## src/rtl/pc_fetch_stage.sv

```systemverilog
// pc_fetch_stage: program counter and instruction fetch for the 16-bit core.
// Issues one request/ack memory fetch per PC, holds the fetched word in ir
// until decode accepts it, and handles redirects by discarding an in-flight
// fetch. A fetch that waits TIMEOUT cycles without an ack locks the stage
// in S_ERR until reset.
// Optional build macro FETCH_TRACE_EN adds simulation-only capture/timeout
// messages; cycle behaviour is identical with or without it.
//
//   state  | meaning
//   S_REQ  | idle, issue a request for pc unless stalled
//   S_WAIT | request outstanding, ack will be captured into ir
//   S_FULL | ir holds a valid instruction, waiting for decode
//   S_DROP | request outstanding after a redirect, ack data is discarded
//   S_ERR  | fetch timed out, terminal until reset
module pc_fetch_stage #(
    parameter logic [15:0] RESET_PC = 16'h0000,
    parameter logic [15:0] PC_STEP  = 16'd2,
    parameter int unsigned TIMEOUT  = 15
) (
    input  logic        clk,
    input  logic        rst_n,
    input  logic [15:0] i_next_pc,
    input  logic        i_pc_load,
    input  logic        i_stall,
    output logic [15:0] o_pc,
    output logic [15:0] o_pc_plus_step,
    output logic        o_imem_req,
    output logic [15:0] o_imem_addr,
    input  logic        i_imem_ack,
    input  logic [15:0] i_imem_rdata,
    output logic [15:0] o_ir,
    output logic        o_ir_valid,
    input  logic        i_ir_accept,
    output logic        o_fetch_err
);

    typedef enum logic [2:0] {
        S_REQ  = 3'd0,
        S_WAIT = 3'd1,
        S_FULL = 3'd2,
        S_DROP = 3'd3,
        S_ERR  = 3'd4
    } state_t;

    localparam logic [7:0] CNT_LAST = 8'(TIMEOUT - 1);

    state_t      r_state;
    logic [15:0] r_pc;
    logic        r_req;
    logic [15:0] r_addr;
    logic [15:0] r_ir;
    logic        r_ir_valid;
    logic        r_err;
    logic [7:0]  r_cnt;

    state_t      w_state;
    logic [15:0] w_pc;
    logic        w_req;
    logic [15:0] w_addr;
    logic [15:0] w_ir;
    logic        w_ir_valid;
    logic        w_err;
    logic [7:0]  w_cnt;
    logic        w_timeout;

    assign o_pc           = r_pc;
    assign o_pc_plus_step = r_pc + PC_STEP;
    assign o_imem_req     = r_req;
    assign o_imem_addr    = r_addr;
    assign o_ir           = r_ir;
    assign o_ir_valid     = r_ir_valid;
    assign o_fetch_err    = r_err;

    // Next-state and next-register values; pc_load outranks ack/timeout,
    // which outrank ir_accept, which outranks stall.
    always_comb begin
        w_state    = r_state;
        w_pc       = r_pc;
        w_req      = r_req;
        w_addr     = r_addr;
        w_ir       = r_ir;
        w_ir_valid = r_ir_valid;
        w_err      = r_err;
        w_cnt      = r_cnt;
        w_timeout  = (r_cnt == CNT_LAST);

        case (r_state)
            S_REQ: begin
                if (i_pc_load) begin
                    w_pc       = i_next_pc;
                    w_ir_valid = 1'b0;
                end else if (!i_stall) begin
                    w_req   = 1'b1;
                    w_addr  = r_pc;
                    w_cnt   = 8'd0;
                    w_state = S_WAIT;
                end
            end
            S_WAIT: begin
                if (i_pc_load) begin
                    w_pc       = i_next_pc;
                    w_ir_valid = 1'b0;
                    if (i_imem_ack) begin
                        // Ack on the redirect edge completes the old fetch; drop it.
                        w_req   = 1'b0;
                        w_state = S_REQ;
                    end else begin
                        w_cnt   = 8'd0;
                        w_state = S_DROP;
                    end
                end else if (i_imem_ack) begin
                    w_ir       = i_imem_rdata;
                    w_ir_valid = 1'b1;
                    w_req      = 1'b0;
                    w_state    = S_FULL;
                end else if (w_timeout) begin
                    w_req   = 1'b0;
                    w_err   = 1'b1;
                    w_state = S_ERR;
                end else begin
                    w_cnt = r_cnt + 8'd1;
                end
            end
            S_FULL: begin
                if (i_pc_load) begin
                    w_pc       = i_next_pc;
                    w_ir_valid = 1'b0;
                    w_state    = S_REQ;
                end else if (i_ir_accept) begin
                    w_pc       = i_next_pc;
                    w_ir_valid = 1'b0;
                    w_state    = S_REQ;
                end
            end
            S_DROP: begin
                if (i_pc_load) begin
                    // Latest redirect wins; the timeout window is held meanwhile.
                    w_pc       = i_next_pc;
                    w_ir_valid = 1'b0;
                    if (i_imem_ack) begin
                        w_req   = 1'b0;
                        w_state = S_REQ;
                    end
                end else if (i_imem_ack) begin
                    w_req   = 1'b0;
                    w_state = S_REQ;
                end else if (w_timeout) begin
                    w_req   = 1'b0;
                    w_err   = 1'b1;
                    w_state = S_ERR;
                end else begin
                    w_cnt = r_cnt + 8'd1;
                end
            end
            S_ERR: begin
                w_req      = 1'b0;
                w_ir_valid = 1'b0;
            end
            default: begin
                w_state = S_REQ;
            end
        endcase
    end

    // State and datapath registers.
    always_ff @(posedge clk or negedge rst_n) begin
        if (!rst_n) begin
            r_state    <= S_REQ;
            r_pc       <= RESET_PC;
            r_req      <= 1'b0;
            r_addr     <= 16'h0000;
            r_ir       <= 16'h0000;
            r_ir_valid <= 1'b0;
            r_err      <= 1'b0;
            r_cnt      <= 8'd0;
        end else begin
            r_state    <= w_state;
            r_pc       <= w_pc;
            r_req      <= w_req;
            r_addr     <= w_addr;
            r_ir       <= w_ir;
            r_ir_valid <= w_ir_valid;
            r_err      <= w_err;
            r_cnt      <= w_cnt;
        end
    end

`ifdef FETCH_TRACE_EN
    // Simulation trace of instruction captures and timeout entry.
    always @(posedge clk) begin
        if (rst_n && (r_state == S_WAIT) && i_imem_ack && !i_pc_load)
            $display("FETCH pc=%h ir=%h", r_pc, i_imem_rdata);
        if (rst_n && (r_state != S_ERR) && (w_state == S_ERR))
            $display("ERROR! FETCH TIMEOUT pc=%h", r_pc);
    end
`else
`endif

endmodule

```

## config.mk

```make
export PLATFORM = sky130hd
export DESIGN_NAME = pc_fetch_stage
export DESIGN_NICKNAME = d
export VERILOG_FILES = /design/src/rtl/pc_fetch_stage.sv
export SDC_FILE = /design/constraint.sdc
export NUM_CORES = 1
export LEC_CHECK = 0
export ABC_CLOCK_PERIOD_IN_PS = 1950
export CAP_MARGIN = 20
export CORE_UTILIZATION = 47
export CTS_BUF_LIST = sky130_fd_sc_hd__clkbuf_2
export DETAILED_ROUTE_END_ITERATION = 8
export GPL_ROUTABILITY_DRIVEN = 1
export GPL_TIMING_DRIVEN = 0
export PLACE_DENSITY = 0.92
export RECOVER_POWER = 50
export SYNTH_ARGS = -nofsm -noshare
export SYNTH_HDL_FRONTEND = slang
export SYNTH_SLANG_ARGS = --single-unit
```

## constraint.sdc

```tcl
create_clock -name clk -period 1.95 [get_ports clk]
set_input_delay 0.585 -clock clk [delete_from_list [all_inputs] [get_ports clk]]
set_output_delay 0.585 -clock clk [all_outputs]
set_load 0.03 [all_outputs]
```

==> results.md, run 1 <==
* Result of the run: complete, but fails checks
* Violations in the final reports: max-capacitance violations, max-slew violations, negative setup slack
* Peak fanout along the critical path at 2
* Series of cell instances along the critical path: ha_4 -> nand3_4 -> nor2_4 -> nand4_1 -> xnor2_4 -> buf_6
* RePlAce Congestion at 0.905
* Overall fraction of global-route tracks in use at 0.261
* Setup WS pre-CTS at -689 ps
* Depth of the most critical reg-to-reg path at 6
* Highest Clock Rate at 389 MHz
* Maximum Capacitance Violations at 1
* Setup repair after global routing missed its margin: yes
* Worst Path Required at 1360 ps
* Final period utilization at 1.32
* Horizontal die dimension at 81.9 um
* Final net count at 434
* Worst flop-to-flop path startpoint: r_state[0]
* Worst setup skew after layout at 27.0 ps
* # port buffers at 103
* Slowest-stage cell, CP: dfrtp_2
* Total clock buffers created by CTS at 9
* Top-Level Pins at 105
* Static leakage at 2.09 nW
* Half-perimeter wire length after detailed placement at 5700 um
* TritonCTS clock tree: built
* Post-synthesis instance total at 248
* Worst Slack Setup Final at -621 ps
* Setup slack, reg-to-reg at -280 ps
* Total Power at 5.13 mW
* Max rail drop VDD at 0.882 mV
* Synthesis-to-layout area growth at 58.1%
* Via count of the first global-routing pass at 2611
* Share of synthesized flip-flops with an asynchronous set or reset at 1.00
* Number of DRC markers in iteration 0 at 129
* Initial Utilization at 0.497
* H-tree levels at 3
* Initial antenna violation count at 0
* Sort of element at the end of the critical path: output pin
* Register clock-pin slew on the reported worst setup and hold paths at 200 ps
* Std-Cell Core Area at 0.00603 mm^2
* Total nets after synthesis at 289
* Buffer cell driving the clock tree root: clkbuf_2
* Setup TNS at -11310 ps
* Clock sinks at 62
* Mean post-synth cell area at 12.1 um^2
* Row cnt at 28
* CP startpoint: o_pc[1]
* Fraction of the core area covered by cells at the end of the flow at 0.786
* Worst Path Buf+Inv at 1
* Number of distinct standard cells referenced by the synthesized netlist at 49
* Post-synthesis cell area at 0.00300 mm^2
* Startpoint types: register
* Average via count per standard cell at 5.73
* Pre-Repair DR Iteration Count at 4
* Vertical extent of the die at 81.9 um
* Count of endpoints failing hold in the final timing report at 0
* Power density cells at 1080 mW/mm^2
* Tightest Hold Check Type: in -> async
* Crit-path max cell delay at 470 ps
* Layout cell share with drive strength beyond 1 at 0.505
* Cell family contributing the most delay on the critical path: flip-flops
* Number of buffers on the longest clock path at 2
* Max-slew headroom at -0.0396
* Setup-failing EPs final at 37
* Maximum number of pins on one net before global-route repair at 35
* Antenna Nets Post-Route at 0
* Slew of the pin with the lowest slew margin at 1560 ps
* Yosys Warn Count at 0
* Antenna Cells at 0
* Post-route minimum period at 2570 ps
* Worst setup path endpoint: o_pc_plus_step[15]
* Number of enable-type register cells in the synthesized netlist at 0
* Stages on worst setup path at 6
* Arrival time of data at the critical path endpoint at 1990 ps
* Remaining Overflow, GRT at 0
* Via count at 2710
* Worst setup path category: reg -> out
* Synth Flop Type: dfrtp_1
* Residual DRC count at 0
* Flip-flop and latch count after synthesis at 62
* Wire length of the first global-routing pass at 12900 um
* Reg-to-reg endpoint: o_pc[5]
* Cts hold-fix bufs at 0
* Die area at 0.00670 mm^2
* Final Slew Violations at 30
* Detailed Route WL at 9700 um
* Final routed wire length divided by cell count at 20.5 um
* Skew-Pair Late Insertion Delay at 520 ps
* Part of the Yosys area used for sequential elements at 0.518
repair_timing:
item,CTS,global route
buffers inserted,17,15
setup endpoints to repair,72,56
resized for setup,231,65
gates cloned,0,0
pin swaps,13,17
hold endpoints to repair,0,0
cell usage after synthesis, drive strengths merged, types with 4 or more instances:
cell,n,area share
nand3,6,0.012
buf,6,0.016
or3,5,0.011
nor2,16,0.024
o21ai,15,0.025
nand4,5,0.010
xnor2,8,0.023
a21oi,11,0.018
mux2,48,0.18
xor2,5,0.015
clkbuf,4,0.018
and3,4,0.010
dfrtp,62,0.52
inv,5,0.0063
nand2,13,0.016
registers in the layout (all words and copies together) (netlist names):
signal,count
o_fetch_err,1
o_imem_addr,16
o_imem_req,1
o_ir,16
o_ir_valid,1
o_pc,16
r_cnt,8
r_state,3
stage by stage:
step	instances	hold slack (ps)	area (um^2)
after global routing	473	443	4740
final	473	413	4740
after detailed placement	427	460	4290
after global placement	426	449	4270
after CTS	460	88.3	4560
after floorplan	248	289	3150
per-layer routing:
layer | track usage | routed length [um] | vias up
met4 | 0.0947 | 292 | 0
met5 | 0 | 0 | -
met3 | 0.0744 | 737 | 31
li1 | - | - | 1178
met2 | 0.467 | 4990 | 143
met1 | 0.293 | 3680 | 1358
power by group:
part | switching [mW] | internal (mW)
sequential | 0.241 | 1.64
combinational | 1.45 | 1.02
clock | 0.490 | 0.295
total | 2.18 | 2.95
kinds of logic (layout without fill, tap and decap cells):
logic type                 count (synthesis)  count (layout)  share of synthesized area
buffers and inverters                     15             165                     0.0405
muxes                                     48              48                      0.180
xor gates and xnor gates                  13              13                     0.0380
adders and majority gates                  3               3                     0.0125
DFF                                       62              62                      0.518
and+or+nand+nor                           63              63                      0.118
AOI/OAI and AO/OA                         44              44                     0.0927
worst min path at each step:
stage	depth (start not counted)	slack [ps]	start	to
floorplan	0	290	rst_n	o_fetch_err
global placement	1	450	o_fetch_err	o_fetch_err
detailed placement	1	460	o_fetch_err	o_fetch_err
CTS	1	90	rst_n	o_imem_addr[11]
global route	3	440	i_pc_load	o_fetch_err
finish	1	410	rst_n	o_pc[1]
placed cells by master (no fill, tap or decap), types with 3 or more instances in the layout:
cell	netlist	routed
dfrtp_1	62	46
nor2_1	13	8
xnor2_4	0	4
nand2_4	0	3
buf_4	2	18
clkdlybuf4s15_1	0	10
buf_6	2	31
a21oi_1	11	11
nand3_1	5	4
nor2_4	1	5
xor2_2	0	4
clkdlybuf4s50_1	0	35
dlygate4sd2_1	0	21
xnor2_2	0	4
a22oi_1	3	3
a31oi_1	3	3
nor2_2	2	3
o21ai_0	14	14
clkbuf_8	4	4
clkbuf_2	0	17
mux2_2	48	48
dfrtp_2	0	16
buf_2	2	12
or3_1	4	4
nand4_1	5	5
inv_1	5	3
clkinvlp_4	0	3
nand2_1	13	9
and3_4	1	3
layout make-up:
class,count,area [um^2]
Multi-Input combinational cell,171,1600
Sequential cell,62,1570
Fill cell,333,1290
Timing Repair Buffer,134,1250
Buffer,10,96.3
Tap cell,75,93.8
Clock inverter,6,62.6
Clock buffer,10,50.0
Inverter,5,21.3
Power figures use the tool's default switching activity.
==> inputs of run 2 (changes only) <==
CORE_ASPECT_RATIO = 0.8   (was unset)
==> results.md, run 2 (synthesis results as in run 1) <==
* Half-perimeter wire length after detailed placement at 5620 um (-1.3%)
* Horizontal die dimension at 91.3 um (+12%)
* Highest Clock Rate at 392 MHz (+0.77%)
* Final period utilization at 1.31 (-0.0101)
* # port buffers at 103 (unchanged)
* Remaining Overflow, GRT at 0 (unchanged)
* Post-route minimum period at 2550 ps (-19.7 ps)
* Wire length of the first global-routing pass at 12600 um (-2.4%)
* Synthesis-to-layout area growth at 55.3%
* Top-Level Pins at 105 (unchanged)
* Maximum Capacitance Violations at 0 (-1)
* TritonCTS clock tree: built
* Static leakage at 2.08 nW (-0.24%)
* Worst setup path category: reg -> out
* Final Slew Violations at 0 (-100%)
* Initial antenna violation count at 0 (unchanged)
* H-tree levels at 3 (unchanged)
* Initial Utilization at 0.496 (-0.000928)
* Vertical extent of the die at 73.4 um (-10%)
* Peak fanout along the critical path at 2 (unchanged)
* Skew-Pair Late Insertion Delay at 500 ps (-20 ps)
* RePlAce Congestion at 0.936 (+3.4%)
* Worst Slack Setup Final at -601 ps (+19.7 ps)
* Count of endpoints failing hold in the final timing report at 0 (unchanged)
* Tightest Hold Check Type: in -> async
* Average via count per standard cell at 5.38 (-6.0%)
* Antenna Nets Post-Route at 0 (unchanged)
* Maximum number of pins on one net before global-route repair at 36 (+2.9%)
* Overall fraction of global-route tracks in use at 0.246 (-0.0143)
* Layout Cells excl Fill at 476 (+0.63%)
* Total Power at 5.08 mW (-1.0%)
* Post-Place Cells at 433 (+1.4%)
* Antenna Cells at 0 (unchanged)
* Register clock-pin slew on the reported worst setup and hold paths at 180 ps (-20 ps)
* Final net count at 432 (-0.46%)
* Depth of the most critical reg-to-reg path at 6 (unchanged)
* Max-slew headroom at 0.412 (+0.451)
* Die area at 0.00670 mm^2 (about the same)
* Setup repair after global routing missed its margin: yes
* Buffer cell driving the clock tree root: clkbuf_2
* Via count at 2563 (-5.4%)
* Worst setup skew after layout at 27.0 ps (+0.0104 ps)
* Pre-Repair DR Iteration Count at 5 (+1)
* Final routed wire length divided by cell count at 17.5 um (-15%)
* Clock sinks at 62 (unchanged)
* Violations in the final reports: negative setup slack
* Number of DRC markers in iteration 0 at 249 (+93%)
* Setup slack, reg-to-reg at -230 ps (+50 ps)
* Number of buffers on the longest clock path at 2 (unchanged)
* Commonest cells after routing, fill and taps aside: dfrtp_1 (49), mux2_2 (48), dlygate4sd2_1 (35)
* Total clock buffers created by CTS at 9 (unchanged)
* Commonest non-fill, non-tap cell in the layout: dfrtp_1
* Detailed Route WL at 8330 um (-14%)
* Row cnt at 25 (-11%)
* Slew of the pin with the lowest slew margin at 883 ps (-677 ps)
* Worst Path Required at 1360 ps (about the same)
* Cell family contributing the most delay on the critical path: simple AND/OR/NAND/NOR gates
* Max rail drop VDD at 0.686 mV (-22%)
* Worst Path Buf+Inv at 1 (unchanged)
* Arrival time of data at the critical path endpoint at 1970 ps (-20 ps)
* Residual DRC count at 0 (unchanged)
* Startpoint types: register
* Result of the run: complete, but fails checks
* Layout cell share with drive strength beyond 1 at 0.451 (-0.0544)
* Crit-path max cell delay at 440 ps (-30 ps)
* Slowest-stage cell, CP: dfrtp_2
* Worst flop-to-flop path startpoint: r_state[0]
* Sort of element at the end of the critical path: output pin
* Reg-to-reg endpoint: o_pc[6]
* Series of cell instances along the critical path: ha_4 -> nand3_4 -> nor2_4 -> nand4_1 -> xnor2_4 -> buf_6
* Power density cells at 1090 mW/mm^2 (+0.75%)
* Std-Cell Core Area at 0.00604 mm^2 (+0.19%)
* Setup-failing EPs final at 34 (-8.1%)
* Via count of the first global-routing pass at 2511 (-3.8%)
==> run 2: cell count changes in the layout (fill, tap and decap cells not counted), moves of 4 or more <==
cell,delta
clkbuf_2,-4
dlygate4sd2_1,+14
buf_6,-4
buf_4,+6
clkdlybuf4s15_1,-8
==> run 2: timing repair <==
item / in CTS / in global routing
resized for setup: 223 / 31
endpoints found under the setup margin: 74 / 41
endpoints found under the hold margin: 0 / 0
pin swaps: 11 / 11
cloned: 0 / 0
setup buffers: 19 / 11
hold buffers: 0 / 0
==> run 2: worst max-delay path by stage <==
stage | from | to | slack (ps) | depth (start not counted)
after global routing | o_pc[1] | o_pc_plus_step[15] | -680 | 6
final | o_pc[1] | o_pc_plus_step[15] | -600 | 6
after CTS | o_pc[8] | o_pc_plus_step[15] | -640 | 5
after floorplan | o_pc[1] | o_pc_plus_step[15] | -110 | 5
after global placement | rst_n | o_pc[1] | -1880 | 1
after detailed placement | o_pc[1] | o_pc_plus_step[15] | -760 | 6
==> run 2: worst reg2reg max path, stage by stage (launching register included) <==
cell and delay, ps:
dfrtp_1 410, buf_6 140, inv_1 100, a31oi_1 80, nor2_1 590, buf_2 380, mux2_2 370
==> run 2: area by class of cell <==
type	count	area [um^2]
flip-flops and latches	62	1570
multi-input cells	171	1540
fillers	405	1380
repair buffers	132	1200
plain buffers	10	103
well taps	81	101
clock inverters	6	77.6
clock buffers	9	45.0
inverters	5	18.8
==> run 2: through the flow <==
step	hold WS (ps)	worst slack [ps]	area, um^2	utilization	setup TNS (ps)
after detailed placement	443	-763	4290	0.711	-21440
final	171	-601	4650	0.771	-7900
after CTS	158	-638	4570	0.756	-5780
after global routing	210	-682	4650	0.771	-11670
after global placement	440	-1880	4280	0.709	-123390
after floorplan	289	-112	3150	-	-267
==> run 2: per-layer routing <==
layer  share of wire  vias to the layer above  global-route usage  routed length (um)
li1                -                     1179                   -                   -
met4           0.023                        0              0.0970                 191
met5               0                        -                   0                   0
met3           0.054                       16              0.0683                 452
met2            0.51                      108               0.412                4220
met1            0.42                     1260               0.309                3470
==> run 2: power breakdown <==
group	switching [mW]	internal (mW)
sequential	0.226	1.64
combinational	1.37	0.986
clock	0.459	0.406
